<file path="config.mk">
export PLATFORM = sky130hd
export DESIGN_NAME = detector_jogada_flat
export DESIGN_NICKNAME = d
export VERILOG_FILES = /design/src/rtl/detector_jogada_pkg.sv /design/src/rtl/detector_jogada_if.sv /design/src/rtl/detector_jogada_sincronizador_2ff.sv /design/src/rtl/detector_jogada.sv /design/src/flat_wrapper.sv
export SDC_FILE = /design/constraint.sdc
export NUM_CORES = 1
export LEC_CHECK = 0
export CAP_MARGIN = 20
export CORE_UTILIZATION = 48
export CTS_CLUSTER_DIAMETER = 150
export DETAILED_ROUTE_END_ITERATION = 10
export HOLD_SLACK_MARGIN = 0.02
export PLACE_DENSITY = 0.73
export SYNTH_ARGS = -nofsm -noshare
export SYNTH_HDL_FRONTEND = slang
export SYNTH_SLANG_ARGS = --single-unit
export TNS_END_PERCENT = 1
</file>
<file path="constraint.sdc">
create_clock -name clock -period 1.9 [get_ports clock]
set_input_delay 0.19 -clock clock [delete_from_list [all_inputs] [get_ports clock]]
set_output_delay 0.19 -clock clock [all_outputs]
set_load 0.03 [all_outputs]
</file>
<file path="src/rtl/detector_jogada_pkg.sv">
// -----------------------------------------------------------------------------
// detector_jogada_pkg
// Definitions shared by the play detector and the game's debug hex decoder.
//   estado_t                  : detector FSM states, as shown on db_estado
//   DEBOUNCE_CICLOS_PADRAO    : debounce interval for the 1 kHz board clock
// -----------------------------------------------------------------------------
package detector_jogada_pkg;

    typedef enum logic [1:0] {
        OCIOSO        = 2'd0,
        FILTRA        = 2'd1,
        VALIDA        = 2'd2,
        ESPERA_SOLTAR = 2'd3
    } estado_t;

    // 20 cycles at 1 kHz = 20 ms of stable input.
    localparam int DEBOUNCE_CICLOS_PADRAO = 20;

endpackage

</file>
<file path="src/rtl/detector_jogada_if.sv">
// -----------------------------------------------------------------------------
// detector_jogada_if
// Signal bundle between the button conditioner and its neighbours.
//   botoes          : raw push-button bus, active-high, asynchronous
//   habilita        : 1 = a play may be accepted
//   jogada_feita    : single-cycle pulse per accepted press
//   jogada          : code of the last accepted press
//   jogada_multipla : pulse with jogada_feita when more than one button is set
//   db_estado       : current detector state, for debug display
// master = side that drives the buttons/enable; slave = the detector.
// -----------------------------------------------------------------------------
interface detector_jogada_if;

    logic [3:0] botoes;
    logic       habilita;
    logic       jogada_feita;
    logic [3:0] jogada;
    logic       jogada_multipla;
    logic [1:0] db_estado;

    modport master (
        output botoes,
        output habilita,
        input  jogada_feita,
        input  jogada,
        input  jogada_multipla,
        input  db_estado
    );

    modport slave (
        input  botoes,
        input  habilita,
        output jogada_feita,
        output jogada,
        output jogada_multipla,
        output db_estado
    );

endinterface

</file>
<file path="src/rtl/detector_jogada_sincronizador_2ff.sv">
// -----------------------------------------------------------------------------
// sincronizador_2ff
// Two-flop synchroniser for a bus of independent asynchronous bits.
//   clock   : destination clock
//   reset   : asynchronous reset, active-high (clears both stages)
//   i_dado  : asynchronous input bus
//   o_dado  : second-stage output, safe to use in the clock domain
// -----------------------------------------------------------------------------
module sincronizador_2ff #(
    parameter int LARGURA = 4
) (
    input  logic               clock,
    input  logic               reset,
    input  logic [LARGURA-1:0] i_dado,
    output logic [LARGURA-1:0] o_dado
);

    logic [LARGURA-1:0] r_estagio1;
    logic [LARGURA-1:0] r_estagio2;

    always_ff @(posedge clock or posedge reset) begin
        if (reset) begin
            r_estagio1 <= '0;
            r_estagio2 <= '0;
        end else begin
            r_estagio1 <= i_dado;
            r_estagio2 <= r_estagio1;
        end
    end

    assign o_dado = r_estagio2;

endmodule

</file>
<file path="src/rtl/detector_jogada.sv">
// -----------------------------------------------------------------------------
// detector_jogada
// Button conditioner for jogo_desafio_memoria: synchronises and debounces the
// raw button bus and produces one play per physical press.
//   clock : system clock (1 kHz on the board)
//   reset : asynchronous reset, active-high
//   bus   : detector_jogada_if.slave
//             botoes, habilita in; jogada_feita, jogada, jogada_multipla,
//             db_estado out
// Parameters
//   DEBOUNCE_CICLOS : stable cycles needed to accept a press or a release
//   CONT_BITS       : debounce counter width, 2**CONT_BITS > DEBOUNCE_CICLOS
// -----------------------------------------------------------------------------
module detector_jogada
    import detector_jogada_pkg::*;
#(
    parameter int DEBOUNCE_CICLOS = DEBOUNCE_CICLOS_PADRAO,
    parameter int CONT_BITS       = 8
) (
    input logic               clock,
    input logic               reset,
    detector_jogada_if.slave  bus
);

    localparam logic [CONT_BITS-1:0] ULTIMO = CONT_BITS'(DEBOUNCE_CICLOS - 1);
    localparam logic [CONT_BITS-1:0] UM     = CONT_BITS'(1);

    logic [3:0]           w_sinc;
    logic                 w_multipla;
    estado_t              r_estado;
    logic [3:0]           r_candidato;
    logic [CONT_BITS-1:0] r_contador;
    logic [3:0]           r_jogada;
    logic                 r_jogada_feita;
    logic                 r_jogada_multipla;

    sincronizador_2ff #(.LARGURA(4)) u_sincronizador (
        .clock  (clock),
        .reset  (reset),
        .i_dado (bus.botoes),
        .o_dado (w_sinc)
    );

    // More than one bit set: clearing the lowest set bit leaves something.
    assign w_multipla = (r_candidato & (r_candidato - 4'd1)) != 4'd0;

    always_ff @(posedge clock or posedge reset) begin
        if (reset) begin
            r_estado          <= OCIOSO;
            r_candidato       <= '0;
            r_contador        <= '0;
            r_jogada          <= '0;
            r_jogada_feita    <= 1'b0;
            r_jogada_multipla <= 1'b0;
        end else begin
            r_jogada_feita    <= 1'b0;
            r_jogada_multipla <= 1'b0;
            case (r_estado)
                OCIOSO: begin
                    if (w_sinc != 4'd0) begin
                        r_candidato <= w_sinc;
                        r_contador  <= '0;
                        r_estado    <= FILTRA;
                    end
                end
                FILTRA: begin
                    if (w_sinc == 4'd0) begin
                        r_estado <= OCIOSO;
                    end else if (w_sinc != r_candidato) begin
                        // A bounce to another code restarts the filter.
                        r_candidato <= w_sinc;
                        r_contador  <= '0;
                    end else if (r_contador == ULTIMO) begin
                        // The play is registered on the edge that enters
                        // VALIDA, so the pulse and the new code are visible
                        // for exactly the one cycle spent in VALIDA.
                        r_estado <= VALIDA;
                        if (bus.habilita) begin
                            r_jogada          <= r_candidato;
                            r_jogada_feita    <= 1'b1;
                            r_jogada_multipla <= w_multipla;
                        end
                    end else begin
                        r_contador <= r_contador + UM;
                    end
                end
                VALIDA: begin
                    r_contador <= '0;
                    r_estado   <= ESPERA_SOLTAR;
                end
                ESPERA_SOLTAR: begin
                    // Any button activity, including a different code, only
                    // restarts the release timer.
                    if (w_sinc != 4'd0) begin
                        r_contador <= '0;
                    end else if (r_contador == ULTIMO) begin
                        r_estado <= OCIOSO;
                    end else begin
                        r_contador <= r_contador + UM;
                    end
                end
                default: r_estado <= OCIOSO;
            endcase
        end
    end

    assign bus.jogada_feita    = r_jogada_feita;
    assign bus.jogada          = r_jogada;
    assign bus.jogada_multipla = r_jogada_multipla;
    assign bus.db_estado       = r_estado;

endmodule

</file>
<file path="src/flat_wrapper.sv">
// flat-port wrapper written by rule: the top's interface ports become plain ports
module detector_jogada_flat import detector_jogada_pkg::*;
#(
    parameter int DEBOUNCE_CICLOS = DEBOUNCE_CICLOS_PADRAO,
    parameter int CONT_BITS       = 8
)
  (clock, reset, bus_botoes, bus_habilita, bus_jogada_feita, bus_jogada, bus_jogada_multipla, bus_db_estado);
  detector_jogada_if bus_i ();
  input logic clock;
  input logic reset;
  input wire logic [$bits(bus_i.botoes)-1:0] bus_botoes;
  input wire logic [$bits(bus_i.habilita)-1:0] bus_habilita;
  output wire logic [$bits(bus_i.jogada_feita)-1:0] bus_jogada_feita;
  output wire logic [$bits(bus_i.jogada)-1:0] bus_jogada;
  output wire logic [$bits(bus_i.jogada_multipla)-1:0] bus_jogada_multipla;
  output wire logic [$bits(bus_i.db_estado)-1:0] bus_db_estado;
  assign bus_i.botoes = bus_botoes;
  assign bus_i.habilita = bus_habilita;
  assign bus_jogada_feita = bus_i.jogada_feita;
  assign bus_jogada = bus_i.jogada;
  assign bus_jogada_multipla = bus_i.jogada_multipla;
  assign bus_db_estado = bus_i.db_estado;
  detector_jogada #(.DEBOUNCE_CICLOS(DEBOUNCE_CICLOS), .CONT_BITS(CONT_BITS)) u_core (.clock(clock), .reset(reset), .bus(bus_i));
endmodule
</file>
==> results of run 1 <==
## sequential cells by signal, indices dropped and copies added, names as in the netlist, named ones only
register and count:
u_core.u_sincronizador.r_estagio1 4, u_core.bus.jogada_multipla 1, u_core.r_candidato 4, u_core.bus.db_estado 1, u_core.r_contador 8, u_core.bus.jogada 4, u_core.bus.jogada_feita 1, u_core.u_sincronizador.o_dado 4
## final cells by class
type | instances | area [um2] | area share [%]
Tap cell | 30 | 37.5 | 2.48
Clock inverter | 1 | 30.0 | 1.98
Multi-Input combinational cell | 70 | 542 | 35.8
Timing Repair Buffer | 18 | 170 | 11.2
Inverter | 3 | 11.3 | 0.744
Clock buffer | 3 | 22.5 | 1.49
Sequential cell | 28 | 701 | 46.3
## worst max path at each step
| stage | slack, ns | cells past startpoint | from | to |
|---|---|---|---|---|
| finish | 0.09 | 5 | u_core.r_contador[5]$_DFFE_PP0P_ | u_core.r_contador[6]$_DFFE_PP0P_ |
| global route | 0.01 | 4 | u_core.u_sincronizador.o_dado[3]$_DFF_PP0_ | u_core.bus.jogada[1]$_DFFE_PP0P_ |
| CTS | 0.04 | 6 | u_core.r_contador[0]$_DFFE_PP0P_ | u_core.r_contador[6]$_DFFE_PP0P_ |
| detailed placement | 0.05 | 6 | u_core.r_contador[0]$_DFFE_PP0P_ | u_core.r_contador[6]$_DFFE_PP0P_ |
| global placement | 0.16 | 4 | u_core.r_contador[5]$_DFFE_PP0P_ | u_core.bus.jogada[0]$_DFFE_PP0P_ |
| floorplan | 0.12 | 6 | u_core.r_contador[0]$_DFFE_PP0P_ | u_core.r_contador[6]$_DFFE_PP0P_ |
## power groups by stage
stage	Sequential [mW]	Clock (mW)	Combinational (mW)
finish	0.634	0.386	0.0821
global route	0.638	0.425	0.0929
CTS	0.634	0.401	0.0825
detailed placement	0.645	0	0.0823
global placement	0.644	0	0.0794
floorplan	0.642	0	0.0528
## cells in the final DEF (no fill, tap or decap), drive strengths merged
cell,netlist,final
dfrtp,28,28
nand2,7,7
and3,2,2
a21oi,6,6
or2,1,1
o32a,1,1
clkdlybuf4s50,0,14
xor2,3,3
maj3,1,1
bufinv,0,1
nand3,4,4
a41oi,1,1
nor2,9,9
or3,1,1
and4,2,2
o21a,1,1
ha,1,1
mux2,8,8
and2,1,1
or4,1,1
xnor2,6,6
a31oi,3,3
nand4,2,2
nor3b,1,1
nor3,1,1
a22o,2,2
nor4,1,1
o21ai,2,2
o32ai,1,1
buf,0,4
clkbuf,0,3
inv,3,3
nand3b,1,1
## cell families after synthesis
kind of cell             after synthesis
AND/OR/NAND/NOR                       34
flip-flops                            28
AO/OA/AOI/OAI                         17
XOR/XNOR                               9
multiplexers                           8
buffers and inverters                  3
adder cells (fa/ha/maj)                2
## repair_timing
| item | CTS | global route |
|---|---|---|
| setup endpoints to repair | 0 | 6 |
| endpoints found under the hold margin | 0 | 0 |
| gates resized for setup | 0 | 2 |
## critical path, delay by kind of cell (launching register included)
family           cells  cell delay [ns]
AND/OR/NAND/NOR      1             0.58
AO/OA/AOI/OAI        4             0.67
flip-flops           1             0.46
## routing by layer
layer	track usage [%]	share of wire [%]	vias up
met4	7.89	1.8	0
met2	27.2	45	22
met1	24.6	49	394
met3	3.16	4.2	4
li1	-	-	410
met5	0	0	-
==> results by group, run 1 <==
Outcome
  – Status: complete, no violations

Setup path
  – Reg-to-reg slack, setup: 0.09 ns
  – Worst reg2reg path endpoint: u_core.r_contador[6]$_DFFE_PP0P_
  – Critical Path Max Stage Delay: 0.58 ns
  – Crit end category: flop
  – Slowest cell on crit path: or4_4
  – CP Cell Sequence: or4_4, o21ai_0, o32ai_2, a41oi_1, a31oi_1
  – Reg-to-Reg Start: u_core.r_contador[5]$_DFFE_PP0P_
  – CP Data Required Time: 2.12 ns
  – Critical path launch point type: flop
  – Critical Path Fanout Max: 5
  – Worst setup path class: flop to flop
  – Worst R2R Path Depth: 5
  – Crit path DAT: 2.03 ns

Die
  – Die area: 2800 um2
  – Top-Level Pins: 15
  – Die height: 52.9 um
  – Initial Util: 50.7%
  – Core area: 2450 um2
  – Std-Cell Rows: 18
  – Die width: 52.9 um

Final layout
  – Final core utilization: 61.7%
  – Syn-to-layout area delta: 21.7%
  – Design area: 1510 um2
  – Cell Count, Final, Fillers Out: 153
  – Nets: 132
  – Ratio of cells with drive above 1 in the final layout: 20.3%
  – Diodes inserted: 0
  – Filler cell count: 200

Power and ir drop
  – Seq pwr share: 57.5%
  – Pwr Density: 728 nW/um2
  – Sw frac: 21.2%
  – P_int: 868 uW
  – Worst IR Drop VDD: 626 uV
  – Clock share of power: 35.0%
  – Leak: 0.656 nW
  – NetSw: 233 uW
  – Total power: 1.10 mW
  – Power share of the combinational group: 7.5%

Routing
  – Antenna Nets Post-Route: 0
  – Routed length per instance: 13.1 um
  – Routed Wire Length: 2000 um
  – Initial DRT Pass Iterations: 4
  – DR DRC count: 0
  – Routed via count: 830
  – Initial DRC Count: 9
  – Routed vias/inst: 5.42

Global routing
  – Gr ovfl total: 0
  – First-pass GRT wire length: 3620 um
  – Largest net degree at the start of global routing: 29
  – All-Layer GR Usage: 17.8%
  – Initial antenna violation count: 0
  – Number of global-route vias before repair: 813

Timing
  – Worst slew pin tran: 0.540 ns
  – Finish-stage setup viols: 0
  – Post-layout min period: 1.81 ns
  – Final hold violation count: 0
  – Final worst slack: 0.0881 ns
  – Worst slew margin: 63.9%
  – Final period util: 95.4%
  – Setup Skew: 0.00645 ns
  – Max Freq: 552 MHz
  – Worst hold slack: 0.203 ns
  – Final Max Tran Viols: 0
  – RSZ-0062 raised after global routing: false
  – TNS Setup: 0 ns

Logic synthesis
  – Syn Std Cell Area: 1240 um2
  – Synthesized Nets: 109
  – Main combinational cell family by area after synthesis: simple AND/OR/NAND/NOR gates
  – Synth cell count leaders: 28 x dfrtp_1, 8 x mux2_2, 8 x nor2_1
  – Cell taking the most area after synthesis: dfrtp_1
  – Top cell type's share of synthesized area: 56.3%
  – Post-Synthesis Cells: 101
  – Most common cell in the synthesized netlist: dfrtp_1
  – Netlist cell types: 33
  – Yosys warning count: 0
  – #FFs+latches synth: 28
  – Fraction of the mapped netlist area in simple logic gates: 18.2%
  – Area contributors post-synth: dfrtp_1 56%, mux2_2 7.2%, xnor2_1 4.2%, a21oi_1 2.4%, nor2_1 2.4%
  – Xor/xnor share of the synthesized area: 6.34%
  – EDFF count, synth: 0
  – Adder-Cell Fraction of Synth Area: 1.81%
  – Syn avg cell area: 12.3 um2
  – Post-synthesis sequential area ratio: 56.3%
  – Most used flip-flop cell after synthesis: dfrtp_1
  – Compound-Gate Fraction of Synth Area: 9.15%
  – Post-synth ARST share: 100%
  – Mux contribution to synthesized area: 7.24%

Clock tree
  – Root Buffer: clkbuf_4
  – H-tree levels: 1
  – CTS sink cnt: 28
  – Skew-Pair Late Insertion Delay: 0.33 ns
  – CTS tree: done
  – Max Root-Sink Buffers: 2
  – Hold-fix buffers at CTS: 0
  – Clock transition at path regs: 0.15 ns
  – Inserted Clock Buffers: 3
  – # Post-CTS Setup Buffers: 0

Place
  – PortBufs: 14
  – Pre-CTS setup slack: 0.0507 ns
  – Placer Congestion: 0.885
  – DP Area: 1450 um2
  – Placed cells: 149
  – Post-DP HPWL: 1490 um

Hold path
  – Hold crit path type: primary input to async pin

Flow run
  – Max Cap Violations: 0
(Power assumes the default switching activity.)
==> run 2, diff against run 1 <==
GPL_ROUTABILITY_DRIVEN = 0   (was unset)
==> results of run 2 <==
No change in the layout: final DEF, timing and power equal those of run 1.
==> run 3, diff against run 2 <==
MAX_ROUTING_LAYER = met4   (was unset)
==> run 3 against run 2 <==
  * Flip-flop and latch count stayed put
  * Worst hold slack better by 0.0030 ns
  * Die area stayed put
  * Critical path type unchanged
==> results by group, run 3 (same netlist as run 1, synthesis figures left out) <==
Outcome
  – Status: complete, no violations (unchanged)

Global routing
  – First-pass GRT wire length: 3620 um (unchanged)
  – Largest net degree at the start of global routing: 29 (unchanged)
  – Initial antenna violation count: 0 (unchanged)
  – All-Layer GR Usage: 18.2% (was 17.8%)
  – Number of global-route vias before repair: 816 (was 813)
  – Gr ovfl total: 0 (unchanged)

Clock tree
  – Skew-Pair Late Insertion Delay: 0.32 ns (was 0.33 ns)
  – Hold-fix buffers at CTS: 0 (unchanged)
  – # Post-CTS Setup Buffers: 0 (unchanged)
  – CTS sink cnt: 28 (unchanged)
  – H-tree levels: 1 (unchanged)
  – Clock transition at path regs: 0.15 ns (about the same)
  – Inserted Clock Buffers: 3 (unchanged)
  – Max Root-Sink Buffers: 2 (unchanged)
  – Post-CTS sizing: 0 (unchanged)
  – Root Buffer: clkbuf_4 (unchanged)
  – CTS tree: done (unchanged)

Setup path
  – Crit end category: flop (unchanged)
  – Crit path from: u_core.r_contador[5]$_DFFE_PP0P_ (unchanged)
  – Slowest cell on crit path: or4_4 (unchanged)
  – Critical Path Max Stage Delay: 0.58 ns (about the same)
  – Critical path launch point type: flop (unchanged)
  – Worst reg2reg path endpoint: u_core.r_contador[6]$_DFFE_PP0P_ (unchanged)
  – Critical Path Fanout Max: 5 (unchanged)
  – CP Cell Sequence: or4_4, o21ai_0, o32ai_2, a41oi_1, a31oi_1 (unchanged)
  – CP Data Required Time: 2.12 ns (about the same)
  – Crit path DAT: 2.03 ns (about the same)
  – Reg-to-reg slack, setup: 0.09 ns (about the same)
  – Worst R2R Path Depth: 5 (unchanged)
  – Reg-to-Reg Start: u_core.r_contador[5]$_DFFE_PP0P_ (unchanged)
  – Worst setup path class: flop to flop (unchanged)

Flow run
  – Max Cap Violations: 0 (unchanged)

Power and ir drop
  – P_int: 868 uW (about the same)
  – Worst IR Drop VDD: 626 uV (about the same)
  – Power share of the combinational group: 7.5% (about the same)
  – NetSw: 232 uW (was 233 uW)
  – Clock share of power: 34.9% (was 35.0%)
  – Total power: 1.10 mW (about the same)
  – Pwr Density: 727 nW/um2 (was 728 nW/um2)
  – Seq pwr share: 57.6% (was 57.5%)
  – Leak: 0.656 nW (unchanged)
  – Sw frac: 21.1% (was 21.2%)

Timing
  – Final period util: 95.4% (about the same)
  – Post-layout min period: 1.81 ns (about the same)
  – Worst hold slack: 0.206 ns (was 0.203 ns)
  – Finish-stage setup viols: 0 (unchanged)
  – Final hold violation count: 0 (unchanged)
  – Max Freq: 552 MHz (unchanged)
  – TNS Setup: 0 ns (unchanged)
  – Worst slew pin tran: 0.540 ns (about the same)
  – Final Max Tran Viols: 0 (unchanged)
  – RSZ-0062 raised after global routing: false (unchanged)
  – Worst slew margin: 63.9% (about the same)
  – Setup Skew: 0.00477 ns (was 0.00645 ns)

Final layout
  – Most frequent cells in the layout: 28 x dfrtp_1, 14 x clkdlybuf4s50_1, 8 x mux2_2 (unchanged)
  – Largest Register: u_core.r_contador (unchanged)
  – Diodes inserted: 0 (unchanged)
  – Ratio of cells with drive above 1 in the final layout: 20.3% (unchanged)
  – Nets: 132 (unchanged)
  – Final core utilization: 61.7% (unchanged)
  – Filler cell count: 200 (unchanged)
  – Cell Count, Final, Fillers Out: 153 (unchanged)
  – Syn-to-layout area delta: 21.7% (unchanged)
  – Max FFs per register: 8 (unchanged)
  – Commonest non-fill, non-tap cell in the layout: dfrtp_1 (unchanged)

Routing
  – Routed Wire Length: 2000 um (about the same)
  – Routed length per instance: 13.1 um (about the same)
  – Antenna Nets Post-Route: 0 (unchanged)
  – Routed vias/inst: 5.43 (was 5.42)
  – Initial DRC Count: 9 (unchanged)
  – Routed via count: 831 (was 830)
  – DR DRC count: 0 (unchanged)
  – Initial DRT Pass Iterations: 4 (unchanged)

Hold path
  – Hold crit path type: primary input to async pin (unchanged)

Die
  – Initial Util: 50.7% (unchanged)
  – Die height: 52.9 um (unchanged)
  – Std-Cell Rows: 18 (unchanged)
  – Die area: 2800 um2 (unchanged)
  – Core area: 2450 um2 (unchanged)
  – Die width: 52.9 um (unchanged)
  – Top-Level Pins: 15 (unchanged)

Place
  – Post-DP HPWL: 1490 um (unchanged)
  – Placed cells: 149 (unchanged)
  – PortBufs: 14 (unchanged)
run 3: cell counts in the layout (fill, tap and decap cells not counted):
No cell type changed its count.
run 3: worst max-delay path by stage:
| stage | endpoint | slack [ns] | cells after the start |
|---|---|---|---|
| 2_1_floorplan | u_core.r_contador[6]$_DFFE_PP0P_ | 0.12 | 6 |
| 3_3_place_gp | u_core.bus.jogada[0]$_DFFE_PP0P_ | 0.16 | 4 |
| 3_5_place_dp | u_core.r_contador[6]$_DFFE_PP0P_ | 0.05 | 6 |
| 4_1_cts | u_core.r_contador[6]$_DFFE_PP0P_ | 0.04 | 6 |
| 5_1_grt | u_core.bus.jogada[1]$_DFFE_PP0P_ | 0.01 | 4 |
| 6_report | u_core.r_contador[6]$_DFFE_PP0P_ | 0.09 | 5 |
run 3: critical path, delay by kind of cell, from the launching register on:
family / cells / cell delay, ns
DFF: 1 / 0.46
and+or+nand+nor: 1 / 0.58
AOI/OAI and AO/OA: 4 / 0.67
run 3: cell type report:
type / instances / area [um2] / share of cell area, %
tap: 30 / 37.5 / 2.48
multi-input combinational: 70 / 542 / 35.8
clock inverter: 1 / 30.0 / 1.98
sequential: 28 / 701 / 46.3
timing repair buffer: 18 / 170 / 11.2
inverter: 3 / 11.3 / 0.744
clock buffer: 3 / 22.5 / 1.49
run 3: per-layer routing:
layer / share of wire (%) / vias to the layer above / global-route usage (%)
met5: 0 / - / -
met2: 45 / 22 / 27.4
li1: - / 410 / -
met3: 4.2 / 4 / 3.16
met4: 1.8 / 0 / 7.89
met1: 49 / 395 / 24.2
run 3: stage by stage:
step | worst slack [ns] | cell area (um2)
2_1_floorplan | 0.118 | 1240
5_1_grt | 0.0129 | 1510
3_3_place_gp | 0.157 | 1450
3_5_place_dp | 0.0507 | 1450
6_report | 0.0881 | 1510
4_1_cts | 0.0399 | 1500
run 3: power groups by stage:
stage                     logic [mW]  registers [mW]  clock network [mW]
final                         0.0822           0.634               0.384
after global routing          0.0929           0.638               0.423
after CTS                     0.0825           0.634               0.401
after detailed placement      0.0823           0.645                   0
after global placement        0.0794           0.644                   0
after floorplan               0.0528           0.642                   0
